===== src/rtl/serial_adder.sv =====
// rtl/serial_adder.sv - bit-serial LSB-first adder, one full-adder slice per clock
module serial_adder #(
    parameter int WIDTH = 8
) (
    input  logic             clk,
    input  logic             rst,
    input  logic             start,
    input  logic [WIDTH-1:0] a,
    input  logic [WIDTH-1:0] b,
    input  logic             c_in,
    output logic             busy,
    output logic             done,
    output logic [WIDTH-1:0] sum,
    output logic             c_out
);

    localparam int CW = $clog2(WIDTH) + 1;

    typedef enum logic [1:0] {IDLE, SHIFT, DONE} state_t;

    state_t           state;
    state_t           state_next;
    logic [WIDTH-1:0] a_sh;
    logic [WIDTH-1:0] b_sh;
    logic [WIDTH-1:0] acc;
    logic [CW-1:0]    cnt;
    logic             carry;

    logic             bit_s;
    logic             carry_n;
    logic             last;
    logic [WIDTH:0]   acc_ext;
    logic [WIDTH-1:0] acc_n;

    // Single full-adder slice fed by the low operand bits and the stored carry
    always_comb begin
        bit_s   = a_sh[0] ^ b_sh[0] ^ carry;
        carry_n = (a_sh[0] & b_sh[0]) | (a_sh[0] & carry) | (b_sh[0] & carry);
        acc_ext = {bit_s, acc};
        acc_n   = acc_ext[WIDTH:1];
        last    = (cnt == CW'(WIDTH - 1));
    end

    always_comb begin
        state_next = state;
        case (state)
            IDLE:    if (start) state_next = SHIFT;
            SHIFT:   if (last)  state_next = DONE;
            DONE:    state_next = IDLE;
            default: state_next = IDLE;
        endcase
    end

    always_ff @(posedge clk or posedge rst) begin
        if (rst) state <= IDLE;
        else     state <= state_next;
    end

    always_ff @(posedge clk or posedge rst) begin
        if (rst) begin
            a_sh  <= '0;
            b_sh  <= '0;
            acc   <= '0;
            cnt   <= '0;
            carry <= 1'b0;
            sum   <= '0;
            c_out <= 1'b0;
        end else begin
            case (state)
                IDLE: begin
                    if (start) begin
                        a_sh  <= a;
                        b_sh  <= b;
                        carry <= c_in;
                        acc   <= '0;
                        cnt   <= '0;
                    end
                end
                SHIFT: begin
                    a_sh  <= a_sh >> 1;
                    b_sh  <= b_sh >> 1;
                    carry <= carry_n;
                    acc   <= acc_n;
                    cnt   <= cnt + 1'b1;
                    // Result registers move only on the final slice so they hold during SHIFT
                    if (last) begin
                        sum   <= acc_n;
                        c_out <= carry_n;
                    end
                end
                default: ;
            endcase
        end
    end

    assign busy = (state != IDLE);
    assign done = (state == DONE);

endmodule


===== config.mk =====
export PLATFORM = sky130hd
export DESIGN_NAME = serial_adder
export DESIGN_NICKNAME = d
export VERILOG_FILES = /design/src/rtl/serial_adder.sv
export SDC_FILE = /design/constraint.sdc
export NUM_CORES = 1
export LEC_CHECK = 0
export CAP_MARGIN = 5
export CORE_MARGIN = 3
export CORE_UTILIZATION = 45
export CTS_BUF_LIST = sky130_fd_sc_hd__clkbuf_16
export CTS_CLUSTER_DIAMETER = 50
export DETAILED_ROUTE_END_ITERATION = 10
export MAX_ROUTING_LAYER = met4
export PLACE_DENSITY_LB_ADDON = 0.3
export SLEW_MARGIN = 20
export SYNTH_ARGS = -nofsm -noshare
export SYNTH_HDL_FRONTEND = slang
export SYNTH_SLANG_ARGS = --single-unit
export TNS_END_PERCENT = 1

===== constraint.sdc =====
create_clock -name clk -period 3.2 [get_ports clk]
set_input_delay 0.64 -clock clk [delete_from_list [all_inputs] [get_ports clk]]
set_output_delay 0.64 -clock clk [all_outputs]
set_load 0.005 [all_outputs]

==> flow_metrics.tcl <==
set metrics [dict create \
    outcome "finished clean" \
    cts_buffer_depth 2 \
    grt_max_degree 40 \
    cts_setup_buffers 0 \
    crit_arrival_ps 2400 \
    slowest_delay_ps 720 \
    cts_tree "done" \
    floorplan.rows 21 \
    die_w_um 67.6 \
    tns_ps 0 \
    power.leakage_nw 1.03 \
    syn_inst 149 \
    clkSinkCount 39 \
    hold_class "reg2reg" \
    cp_num_buf_inv 1 \
    ys_types 25 \
    clock_latency_ps 270 \
    crit_path_cell_trace "buf_4 > and2b_1 > nor3b_2 > mux2_2" \
    routed_via_density 5.20 \
    worst_ep_required_time_ps 3360 \
    critPathTopFamily "simple AND/OR/NAND/NOR gates" \
    wl_per_cell_um 14.4 \
    setup_violations 0 \
    netlist_area_mm2 0.00171 \
    port_buffers 30 \
    drt_iter0_markers 87 \
    setup_ws_ps 958 \
    hold_depth 2 \
    end_kind "flop" \
    post-route-drc-count 0 \
    dieArea_mm2 0.00457 \
    fin_crit_sh 0.701 \
    peakVddDrop_v 0.000515 \
    grt_pass1_wl_um 5610 \
    area_growth_pct 27.7 \
    internal_power_w 0.00127 \
    dr.pass1.iters 4 \
    max_freq_mhz 446 \
    worst_pin_slew_ps 778 \
    hold_viol_final 0 \
    worst_clock_skew_ps 6.61 \
    nNetsFinal 201 \
    grt_remaining_overflow 0 \
    die_h_um 67.6 \
    ctsResizeCount 0 \
    place_ws_ps 933 \
    cts-hold-fix-buffers 0 \
    ios 31 \
    drv_slew 0 \
    syn-mean-instance-area_um2 11.5 \
    p_seq_frac 0.437 \
    core_mm2 0.00349 \
    period_needed_ps 2240 \
    cts_buffers 5 \
    slew_headroom 0.479 \
    vias 1176 \
    critical_path_depth 4 \
    antenna_left 0 \
    start_kind "flop" \
    clkTransAtPathRegs_ps 60 \
    power_frac_clock 0.253 \
    start_util 0.489 \
    seq_area_frac_synth 0.571 \
    rsz0062_at_grt "no" \
    crit_slowest_cell "nor3b_2" \
    utilization 0.624 \
    cts_max_level 2 \
    diodes 0 \
    maxCapViolations 0 \
    p_per_area_mw_per_mm2 824 \
    root_buffer "clkbuf_16" \
    drive_gt1_frac 0.117 \
    synth_fp_nets 171 \
    path_class "reg2reg" \
    yosysWarnings 0 \
    antenna_found_initial 0 \
    place.gp.congestion 0.763 \
    routed_wl_um 3260 \
    synth-seq-cells 39 \
    combPwrFrac 0.310 \
    switchingPower_w 0.000531 \
    cp_max_fo 20 \
    grt_pass1_vias 1212 \
    sw_frac_of_total 0.296 \
    r2r_cells 4 \
    dp_hpwl_um 2130 \
    grt_usage 0.170 \
]
==> layout make-up <==
type                       count  area (um^2)
clock inverter                 3         12.5
clock buffer                   5          125
multi-input combinational     96          669
fill                         299         1310
timing repair buffer          34          330
tap                           46         57.6
sequential                    39          976
inverter                       3         11.3
==> placed cells by master, fill, tap and decap left out <==
cell             count
nand3_1              1
nand2_1             16
and2b_1              1
a32o_1               2
nor2b_1              2
o21bai_2             1
mux2_1               1
a22oi_1              2
mux2_2               9
nor2_1               2
mux2i_1              1
nor3b_2              1
dfrtp_1             39
inv_1                5
a22o_1               9
ha_1                 1
nand2b_1             2
and3b_1             13
clkbuf_16            5
fa_1                 1
a211oi_1             1
clkinv_2             1
a21oi_1             15
clkdlybuf4s50_1     30
o21ai_0             15
buf_4                4
==> stage by stage <==
| stage | instance area [um^2] | hold WS (ps) | cells | total power, W |
|---|---|---|---|---|
| floorplan | 1710 | 450 | 149 | 0.00114 |
| global placement | 2040 | 468 | 218 | 0.00133 |
| detailed placement | 2040 | 474 | 218 | 0.00136 |
| CTS | 2180 | 489 | 226 | 0.00182 |
| global route | 2180 | 511 | 226 | 0.00193 |
| finish | 2180 | 484 | 226 | 0.00180 |
==> state kept, by name, indices dropped and copies added (netlist names) <==
register / flops
a_sh: 8
b_sh: 8
sum: 8
acc: 7
cnt: 4
state: 2
c_out: 1
carry: 1
==> power by group through the flow <==
stage / combinational (W) / clock [W] / sequential (W)
after global routing: 0.000634 / 0.000482 / 0.000815
after floorplan: 0.000369 / 0 / 0.000773
after CTS: 0.000569 / 0.000465 / 0.000789
final: 0.000558 / 0.000455 / 0.000785
after detailed placement: 0.000562 / 0 / 0.000794
after global placement: 0.000546 / 0 / 0.000783
==> worst reg2reg max path, delay by kind of cell (launching register included) <==
kind	cells	cell delay (ps)
buffers and inverters	1	190
DFF	1	350
muxes	1	420
and+or+nand+nor	2	1160
==> worst paths after layout <==
kind | startpoint | end | slack [ps]
setup / recovery | state[1] | sum[7] | 960
hold / removal | b_sh[6] | b_sh[6] | 480
setup reg to reg | state[1] | sum[7] | 960
hold reg to reg | b_sh[6] | b_sh[6] | 480
max in group asynchronous | rst | a_sh[4] | 2090
min in group asynchronous | rst | sum[2] | 780
==> cell families (layout without fill, tap and decap cells) <==
kind of cell    after synthesis  count (layout)  synth area share
compound gates               45              45             0.163
fa+ha+maj                     2               2            0.0190
buf+inv                      14              45            0.0395
flops                        39              39             0.571
mux                          11              11            0.0717
simple gates                 38              38             0.135
==> Yosys cell counts <==
cell,instances,area [um^2]
and3b_1,13,114
o21bai_1,1,7.51
o21ai_0,15,75.1
mux2_1,1,11.3
buf_6,1,11.3
nand3_1,1,5.00
nor3b_2,1,12.5
inv_1,3,11.3
mux2_2,9,101
a22oi_1,2,15.0
and2b_1,1,7.51
a32o_1,2,20.0
mux2i_1,1,10.0
buf_2,6,30.0
a22o_1,9,78.8
a211oi_1,1,7.51
nor2_1,2,7.51
nor2b_1,2,12.5
ha_1,1,12.5
dfrtp_1,39,976
a21oi_1,15,75.1
nand2b_1,2,12.5
clkbuf_1,4,15.0
fa_1,1,20.0
nand2_1,16,60.1
==> routing by layer <==
layer,global-route usage,up-vias,share of wire
met5,-,-,0
met4,0.0608,0,0.012
met3,0.0349,4,0.037
met2,0.267,25,0.49
met1,0.218,563,0.46
li1,-,584,-
No activity file was read; power rests on OpenSTA's default activity.
